`src/rtl/mc_ctrl_pkg.sv`:
```
// ---------------------------------------------------------------------------
// mc_ctrl_pkg
// Shared types and constants for the multi-cycle main controller:
//   - controller state enum (encodings are visible on the debug port)
//   - MIPS-subset opcode constants
//   - pc_src / alu_src_b / alu_op / exc_cause encodings
//   - opcode class enum produced by mc_opcode_class
//   - helper mapping opcode[1:0] to the memory access size
// ---------------------------------------------------------------------------
package mc_ctrl_pkg;

   typedef enum logic [3:0] {
      ST_RST    = 4'd0,
      ST_FETCH  = 4'd1,
      ST_DECODE = 4'd2,
      ST_MEMADR = 4'd3,
      ST_MEMRD  = 4'd4,
      ST_MEMWB  = 4'd5,
      ST_MEMWR  = 4'd6,
      ST_EXEC   = 4'd7,
      ST_ALUWB  = 4'd8,
      ST_BRANCH = 4'd9,
      ST_EXCEPT = 4'd10
   } state_t;

   typedef enum logic [2:0] {
      CLS_RTYPE,
      CLS_ALUIMM,
      CLS_LOAD,
      CLS_STORE,
      CLS_BRANCH,
      CLS_ILLEGAL
   } op_class_t;

   localparam logic [5:0] OP_RTYPE = 6'd0;
   localparam logic [5:0] OP_BEQ   = 6'd4;
   localparam logic [5:0] OP_BNE   = 6'd5;
   localparam logic [5:0] OP_ADDI  = 6'd8;
   localparam logic [5:0] OP_SLTI  = 6'd10;
   localparam logic [5:0] OP_SLTIU = 6'd11;
   localparam logic [5:0] OP_ANDI  = 6'd12;
   localparam logic [5:0] OP_ORI   = 6'd13;
   localparam logic [5:0] OP_LB    = 6'd32;
   localparam logic [5:0] OP_LH    = 6'd33;
   localparam logic [5:0] OP_LW    = 6'd35;
   localparam logic [5:0] OP_LBU   = 6'd36;
   localparam logic [5:0] OP_LHU   = 6'd37;
   localparam logic [5:0] OP_SB    = 6'd40;
   localparam logic [5:0] OP_SH    = 6'd41;
   localparam logic [5:0] OP_SW    = 6'd43;

   localparam logic [1:0] PC_SRC_ALU    = 2'b00;
   localparam logic [1:0] PC_SRC_ALUOUT = 2'b01;
   localparam logic [1:0] PC_SRC_EXC    = 2'b10;

   localparam logic [1:0] ALU_B_REG     = 2'b00;
   localparam logic [1:0] ALU_B_FOUR    = 2'b01;
   localparam logic [1:0] ALU_B_IMM     = 2'b10;
   localparam logic [1:0] ALU_B_IMM_SH2 = 2'b11;

   localparam logic [1:0] ALU_OP_ADD    = 2'b00;
   localparam logic [1:0] ALU_OP_SUB    = 2'b01;
   localparam logic [1:0] ALU_OP_FUNCT  = 2'b10;

   localparam logic [1:0] CAUSE_NONE    = 2'b00;
   localparam logic [1:0] CAUSE_ILLEGAL = 2'b01;
   localparam logic [1:0] CAUSE_TIMEOUT = 2'b10;

   // opcode[1:0]: 00 byte, 01 half, 11 word. 10 never occurs for a legal
   // memory opcode; it is treated as word.
   function automatic logic [1:0] mem_size_f(input logic [1:0] sz_bits);
      case (sz_bits)
         2'b00:   mem_size_f = 2'b00;
         2'b01:   mem_size_f = 2'b01;
         default: mem_size_f = 2'b10;
      endcase
   endfunction

endpackage

```
`src/rtl/mc_control_fsm_opclass.sv`:
```
// ---------------------------------------------------------------------------
// mc_opcode_class
// Combinational opcode classifier used by the DECODE transition.
//   i_opcode  in  6  instruction opcode (IR[31:26])
//   o_class   out    opcode class (R-type, ALU-imm, load, store, branch,
//                    illegal)
// ---------------------------------------------------------------------------
module mc_opcode_class
   import mc_ctrl_pkg::*;
(
   input  logic [5:0] i_opcode,
   output op_class_t  o_class
);

   always_comb begin
      o_class = CLS_ILLEGAL;
      case (i_opcode)
         OP_RTYPE:                                 o_class = CLS_RTYPE;
         OP_ADDI, OP_SLTI, OP_SLTIU, OP_ANDI,
         OP_ORI:                                   o_class = CLS_ALUIMM;
         OP_LB, OP_LH, OP_LW, OP_LBU, OP_LHU:      o_class = CLS_LOAD;
         OP_SB, OP_SH, OP_SW:                      o_class = CLS_STORE;
         OP_BEQ, OP_BNE:                           o_class = CLS_BRANCH;
         default:                                  o_class = CLS_ILLEGAL;
      endcase
   end

endmodule

```
`src/rtl/mc_control_fsm.sv`:
```
// ---------------------------------------------------------------------------
// mc_control_fsm
// Multi-cycle main controller: fetch / decode / execute / memory / writeback
// over a shared ALU and one memory port with a ready handshake. Illegal
// opcodes and memory timeouts trap into a one-cycle exception state.
// Ports:
//   clk, rst_n        clock (rising edge), asynchronous active-low reset
//   i_opcode[5:0]     IR[31:26], stable from DECODE until the next FETCH
//   i_zero            ALU zero flag
//   i_mem_ready       memory done (read data valid / write accepted)
//   o_pc_write, o_pc_src[1:0], o_ir_write, o_iord
//   o_mem_req, o_mem_we, o_mem_size[1:0], o_mem_unsigned
//   o_alu_src_a, o_alu_src_b[1:0], o_alu_op[1:0]
//   o_reg_dst, o_reg_write, o_mem2reg
//   o_exception, o_epc_write, o_exc_cause[1:0] (registered)
//   o_state[3:0]      current state, debug
// ---------------------------------------------------------------------------
module mc_control_fsm
   import mc_ctrl_pkg::*;
#(
   parameter int MEM_TIMEOUT = 16,
   parameter int CNT_W       = 5
) (
   input  logic       clk,
   input  logic       rst_n,
   input  logic [5:0] i_opcode,
   input  logic       i_zero,
   input  logic       i_mem_ready,
   output logic       o_pc_write,
   output logic [1:0] o_pc_src,
   output logic       o_ir_write,
   output logic       o_iord,
   output logic       o_mem_req,
   output logic       o_mem_we,
   output logic [1:0] o_mem_size,
   output logic       o_mem_unsigned,
   output logic       o_alu_src_a,
   output logic [1:0] o_alu_src_b,
   output logic [1:0] o_alu_op,
   output logic       o_reg_dst,
   output logic       o_reg_write,
   output logic       o_mem2reg,
   output logic       o_exception,
   output logic       o_epc_write,
   output logic [1:0] o_exc_cause,
   output logic [3:0] o_state
);

   state_t           r_state;
   state_t           w_next_state;
   logic [CNT_W-1:0] r_wait_cnt;
   logic [1:0]       r_exc_cause;
   op_class_t        w_class;
   logic             w_waiting;
   logic             w_timeout;

   mc_opcode_class u_opclass (
      .i_opcode (i_opcode),
      .o_class  (w_class)
   );

   // States that hold a memory request open and therefore count wait cycles.
   assign w_waiting = (r_state == ST_FETCH) || (r_state == ST_MEMRD) ||
                      (r_state == ST_MEMWR);
   // Ready in the last allowed cycle still completes the access.
   assign w_timeout = w_waiting && !i_mem_ready &&
                      (r_wait_cnt == CNT_W'(MEM_TIMEOUT - 1));

   always_ff @(posedge clk or negedge rst_n) begin
      if (!rst_n) begin
         r_state     <= ST_RST;
         r_wait_cnt  <= '0;
         r_exc_cause <= CAUSE_NONE;
      end else begin
         r_state <= w_next_state;
         if (w_next_state != r_state)
            r_wait_cnt <= '0;
         else if (w_waiting && !i_mem_ready)
            r_wait_cnt <= r_wait_cnt + CNT_W'(1);
         // Only DECODE traps for an illegal opcode; every other path into
         // EXCEPT is a memory timeout.
         if (w_next_state == ST_EXCEPT && r_state != ST_EXCEPT)
            r_exc_cause <= (r_state == ST_DECODE) ? CAUSE_ILLEGAL : CAUSE_TIMEOUT;
      end
   end

   always_comb begin
      w_next_state = r_state;
      case (r_state)
         ST_RST:    w_next_state = ST_FETCH;
         ST_FETCH:  if (i_mem_ready)    w_next_state = ST_DECODE;
                    else if (w_timeout) w_next_state = ST_EXCEPT;
         ST_DECODE: begin
            case (w_class)
               CLS_RTYPE, CLS_ALUIMM: w_next_state = ST_EXEC;
               CLS_LOAD, CLS_STORE:   w_next_state = ST_MEMADR;
               CLS_BRANCH:            w_next_state = ST_BRANCH;
               default:               w_next_state = ST_EXCEPT;
            endcase
         end
         ST_MEMADR: w_next_state = i_opcode[3] ? ST_MEMWR : ST_MEMRD;
         ST_MEMRD:  if (i_mem_ready)    w_next_state = ST_MEMWB;
                    else if (w_timeout) w_next_state = ST_EXCEPT;
         ST_MEMWR:  if (i_mem_ready)    w_next_state = ST_FETCH;
                    else if (w_timeout) w_next_state = ST_EXCEPT;
         ST_EXEC:   w_next_state = ST_ALUWB;
         ST_MEMWB, ST_ALUWB, ST_BRANCH, ST_EXCEPT:
                    w_next_state = ST_FETCH;
         default:   w_next_state = ST_RST;
      endcase
   end

   always_comb begin
      o_pc_write     = 1'b0;
      o_pc_src       = PC_SRC_ALU;
      o_ir_write     = 1'b0;
      o_iord         = 1'b0;
      o_mem_req      = 1'b0;
      o_mem_we       = 1'b0;
      o_mem_size     = 2'b00;
      o_mem_unsigned = 1'b0;
      o_alu_src_a    = 1'b0;
      o_alu_src_b    = ALU_B_REG;
      o_alu_op       = ALU_OP_ADD;
      o_reg_dst      = 1'b0;
      o_reg_write    = 1'b0;
      o_mem2reg      = 1'b0;
      o_exception    = 1'b0;
      o_epc_write    = 1'b0;
      case (r_state)
         ST_FETCH: begin
            o_mem_req   = 1'b1;
            o_alu_src_b = ALU_B_FOUR;
            o_ir_write  = i_mem_ready;
            o_pc_write  = i_mem_ready;
         end
         ST_DECODE: o_alu_src_b = ALU_B_IMM_SH2;
         ST_MEMADR: begin
            o_alu_src_a = 1'b1;
            o_alu_src_b = ALU_B_IMM;
         end
         ST_MEMRD, ST_MEMWR: begin
            o_iord         = 1'b1;
            o_mem_req      = 1'b1;
            o_mem_we       = (r_state == ST_MEMWR);
            o_mem_size     = mem_size_f(i_opcode[1:0]);
            o_mem_unsigned = i_opcode[2];
         end
         ST_MEMWB: begin
            o_reg_write = 1'b1;
            o_mem2reg   = 1'b1;
         end
         ST_EXEC: begin
            o_alu_src_a = 1'b1;
            o_alu_op    = ALU_OP_FUNCT;
            o_alu_src_b = (i_opcode == OP_RTYPE) ? ALU_B_REG : ALU_B_IMM;
         end
         ST_ALUWB: begin
            o_reg_write = 1'b1;
            o_reg_dst   = (i_opcode == OP_RTYPE);
         end
         ST_BRANCH: begin
            o_alu_src_a = 1'b1;
            o_alu_op    = ALU_OP_SUB;
            o_pc_src    = PC_SRC_ALUOUT;
            o_pc_write  = ((i_opcode == OP_BEQ) &&  i_zero) ||
                          ((i_opcode == OP_BNE) && !i_zero);
         end
         ST_EXCEPT: begin
            o_exception = 1'b1;
            o_epc_write = 1'b1;
            o_pc_write  = 1'b1;
            o_pc_src    = PC_SRC_EXC;
         end
         default: ;
      endcase
   end

   assign o_exc_cause = r_exc_cause;
   assign o_state     = r_state;

endmodule

```
`config.mk`:
```
export PLATFORM = sky130hd
export DESIGN_NAME = mc_control_fsm
export DESIGN_NICKNAME = d
export VERILOG_FILES = /design/src/rtl/mc_ctrl_pkg.sv /design/src/rtl/mc_control_fsm_opclass.sv /design/src/rtl/mc_control_fsm.sv
export SDC_FILE = /design/constraint.sdc
export NUM_CORES = 1
export LEC_CHECK = 0
export ABC_AREA = 1
export CAP_MARGIN = 0
export CORE_UTILIZATION = 23
export DETAILED_ROUTE_END_ITERATION = 12
export SYNTH_ARGS = -nofsm -noshare
export SYNTH_HDL_FRONTEND = slang
export SYNTH_SLANG_ARGS = --single-unit
```
`constraint.sdc`:
```
create_clock -name clk -period 1.85 [get_ports clk]
set_input_delay 0.37 -clock clk [delete_from_list [all_inputs] [get_ports clk]]
set_output_delay 0.37 -clock clk [all_outputs]
set_load 0.05 [all_outputs]
```
==> metrics.md <==
| Metric | Value |
|---|---|
| Post-Synthesis Mean Instance Area | 6.95 um2 |
| Synth cell count leaders | nand2_1 (27), inv_1 (17), nor2_1 (15), nor2_2 (13), dfrtp_1 (11) |
| Number of register bits inferred by synthesis | 11 |
| DP HPWL | 2.15 mm |
| Crit path required time | 1.48 ns |
| Sort of element at the end of the critical path | output port |
| EDFF count, synth | 0 |
| Tot GR Track Use | 12.4% |
| Top_reg_cell synth | dfrtp_1 |
| DR WL met3 | 109 um |
| Worst relative slew slack | 67.2% |
| Num Clock Sinks | 11 |
| Worst-path maximum fanout | 4 |
| Total of endpoints with negative setup slack in the final report | 0 |
| Master cell of the clock root buffer | clkbuf_8 |
| Floorplan die height | 66.1 um |
| Cells traversed along the worst timing path | buf_4 -> nand2_1 -> nor2_4 -> nand2_1 -> o21ai_2 -> buf_12 |
| Final setup skew | 0.00325 ns |
| Kind of cell adding the most delay to the critical path | flip-flops |
| Area inside the core boundary | 0.00380 mm2 |
| Sequential fraction of the synthesis area | 29.1% |
| Maximum clock frequency | 0.546 GHz |
| Routability cong. | 0.805 |
| 1st-pass router iterations | 4 |
| Later-pin clock latency in the skew report | 0.23 ns |
| Highest routing layer actually used | met4 |
| Crit-path most repeated cell | nand2_1 |
| Final hold violation count | 0 |
| Layout overhead on the synthesized area | 99.2% |
| Library cell contributing the largest single delay on the critical path | dfrtp_2 |
| Antenna violations before repair | 0 |
| Portion of synthesized cell area occupied by the leading cell type | 29.1% |
| Non-Filler Cell Area, Final | 0.00188 mm2 |
| Post-detailed-routing wire length | 2.55 mm |
| Final Net Count | 208 |
| Crit. Startpoint | o_state[2]$_DFF_PN0_ |
| Leading cell types by total area after synthesis | dfrtp_1 (29%), nand2_1 (11%), nor2_2 (8.6%) |
| Areal power density over the cells | 1690 mW/mm2 |
| Leftover overflow at the end of global routing | 0 |
| Post-placement worst setup slack | -0.145 ns |
| Count of synthesis-stage warnings from yosys | 0 |
| Final Slew Violations | 0 |
| Startpoint of the worst-slack reg-to-reg timing path | o_state[2]$_DFF_PN0_ |
| Peak supply drop | 559 uV |
| Routed length on met2 | 1.23 mm |
| Post-route ant nets | 0 |
| Worst path buffer plus inverter count | 2 |
| Vias in the first global route | 1,036 |
| Synth Cell Area | 945 um2 |
| Gate count after technology mapping | 136 |
| LEAKAGE | 0.873 nW |
| Number of buffers inserted during clock tree synthesis | 3 |
| Detailed-route wire length on metal 1 | 1.15 mm |
| CP startpoint kind | flip-flop |
| Hold Path Class | in2async |
| Number of placed I/O pins | 36 |
| Time the final worst path needs with I/O delays and setup | 1.83 ns |
| Final WS setup | 0.0199 ns |
| Number of diodes | 0 |
| Wire length of the first global-routing pass | 4.22 mm |
| Async S/R FF share, synth | 100% |
| Library cell with the largest summed area after synthesis | dfrtp_1 |
| Number of buffers on the longest clock path | 2 |
| Clock tree from TritonCTS | built |
| Starting utilization of the core area | 24.9% |
| Clock edge transition at the registers on the reported setup and hold paths | 0.05 ns |
| Die Outline Area | 0.00437 mm2 |
| Mean number of vias per cell | 4.35 |
| Net Count, Synth | 148 |
| Classification of the worst setup path | reg2out |
| Worst reg2reg setup slack | 0.17 ns |
| Cell area reported after detailed placement | 0.00170 mm2 |
| Most frequently used cell type in the post-synthesis netlist | nand2_1 |
| Status | finished, final reports clean |
| Remaining design rule violation count | 0 |
| CTS H-tree depth | 1 |
| Fraction of final layout cells sized beyond drive strength 1 | 51.8% |
| Data arrival, critical path | 1.46 ns |
| Total of buffers placed on input and output ports | 35 |
| Number of design-rule violations left by the first detailed-router iteration | 35 |
| Actual slew at the worst max-slew pin | 0.491 ns |
| Horizontal die dimension | 66.1 um |
| Number of placement rows | 22 |
| Pin count of the biggest net entering global routing | 12 |
| Wire per inst | 10.5 um |
| Max-capacitance violation count | 0 |
| CP peak stage delay | 0.42 ns |
| Final clock period utilization by the worst path | 98.9% |
| Distinct cell type count of the synthesized netlist | 24 |
| Overall via count from detail_route | 1,058 |
| RSZ-0062 raised after global routing | true |
flip-flops by register name (all words and copies together), names as in the netlist:
register and count:
o_exc_cause 2, o_state 4, r_wait_cnt 5
layer usage:
| layer | global-route usage [%] | vias up |
|---|---|---|
| li1 | - | 548 |
| met1 | 15.2 | 473 |
| met2 | 20.9 | 31 |
| met3 | 2.41 | 6 |
| met4 | 5.05 | 0 |
| met5 | 0 | - |
area by class of cell:
| cell class | count | area (um2) |
|---|---|---|
| tap | 48 | 60.1 |
| clock buffer | 4 | 45.0 |
| multi-input combinational | 99 | 684 |
| timing repair buffer | 57 | 714 |
| inverter | 24 | 97.6 |
| sequential | 11 | 280 |
| fill | 343 | 1920 |
timing repair:
item,4_1_cts,5_1_grt
pin swaps,3,5
gates resized for setup,10,10
hold buffers,0,0
buffers inserted,6,5
setup endpoints to repair,7,10
through the flow:
step | hold WS [ns] | TNS (ns) | utilization [%] | power, mW | cells
floorplan | 0.0744 | -0.521 | - | 1.85 | 136
global placement | 0.462 | -0.802 | 44.7 | 2.75 | 228
detailed placement | 0.461 | -1.03 | 44.7 | 2.76 | 228
CTS | 0.470 | 0 | 47.5 | 3.10 | 238
global route | 0.499 | -0.117 | 49.5 | 3.38 | 243
finish | 0.467 | 0 | 49.5 | 3.19 | 243
report_power, final:
part | internal, mW | total (mW) | switching (mW)
Combinational | 1.05 | 2.54 | 1.50
Clock | 0.150 | 0.230 | 0.0797
Sequential | 0.311 | 0.413 | 0.102
Total | 1.51 | 3.19 | 1.68
path summary, 6_finish.rpt:
kind                                                  end  depth (start not counted)
worst max-delay path                       o_alu_src_b[1]                          6
worst min-delay path                 o_state[0]$_DFF_PN0_                          1
worst max register to register  r_wait_cnt[0]$_DFFE_PN0P_                         10
worst min register to register  r_wait_cnt[0]$_DFFE_PN0P_                          1
max in group asynchronous            o_state[1]$_DFF_PN0_                          1
min in group clk                r_wait_cnt[0]$_DFFE_PN0P_                          1
logic make-up (layout without fill, tap and decap cells):
logic type / after synthesis / in the layout / share of synthesized area, %
AND/OR/NAND/NOR: 82 / 82 / 47.4
XOR/XNOR: 2 / 2 / 1.85
adder cells (fa/ha/maj): 2 / 2 / 2.65
flip-flops: 11 / 11 / 29.1
buffers and inverters: 26 / 85 / 11.1
AO/OA/AOI/OAI: 13 / 13 / 7.81
placed cells by master, fill, tap and decap left out:
| cell type | synthesis | routed |
|---|---|---|
| nand3b_2 | 1 | 1 |
| nand4_1 | 7 | 7 |
| clkbuf_8 | 0 | 3 |
| dfrtp_2 | 0 | 4 |
| clkbuf_1 | 0 | 1 |
| inv_4 | 0 | 3 |
| xor2_1 | 1 | 1 |
| nand2_4 | 3 | 5 |
| o22ai_1 | 1 | 1 |
| nor2_2 | 13 | 13 |
| nand3_1 | 9 | 9 |
| o21ai_2 | 1 | 2 |
| buf_4 | 2 | 27 |
| a21oi_1 | 1 | 1 |
| clkdlybuf4s50_1 | 0 | 4 |
| nand3_4 | 1 | 1 |
| o21ai_0 | 6 | 3 |
| ha_1 | 2 | 2 |
| buf_12 | 0 | 21 |
| nand4_4 | 1 | 1 |
| dfrtp_1 | 11 | 7 |
| dlymetal6s2s_1 | 0 | 2 |
| o221ai_4 | 0 | 1 |
| inv_1 | 17 | 15 |
| nand2_8 | 0 | 1 |
| nor2_4 | 1 | 11 |
| o21ai_1 | 3 | 5 |
| inv_2 | 7 | 6 |
| nand2_1 | 27 | 27 |
| nand2_2 | 4 | 1 |
| nor2_1 | 15 | 5 |
| xnor2_1 | 1 | 1 |
| dlygate4sd2_1 | 0 | 3 |
Power figures use the tool's default switching activity.
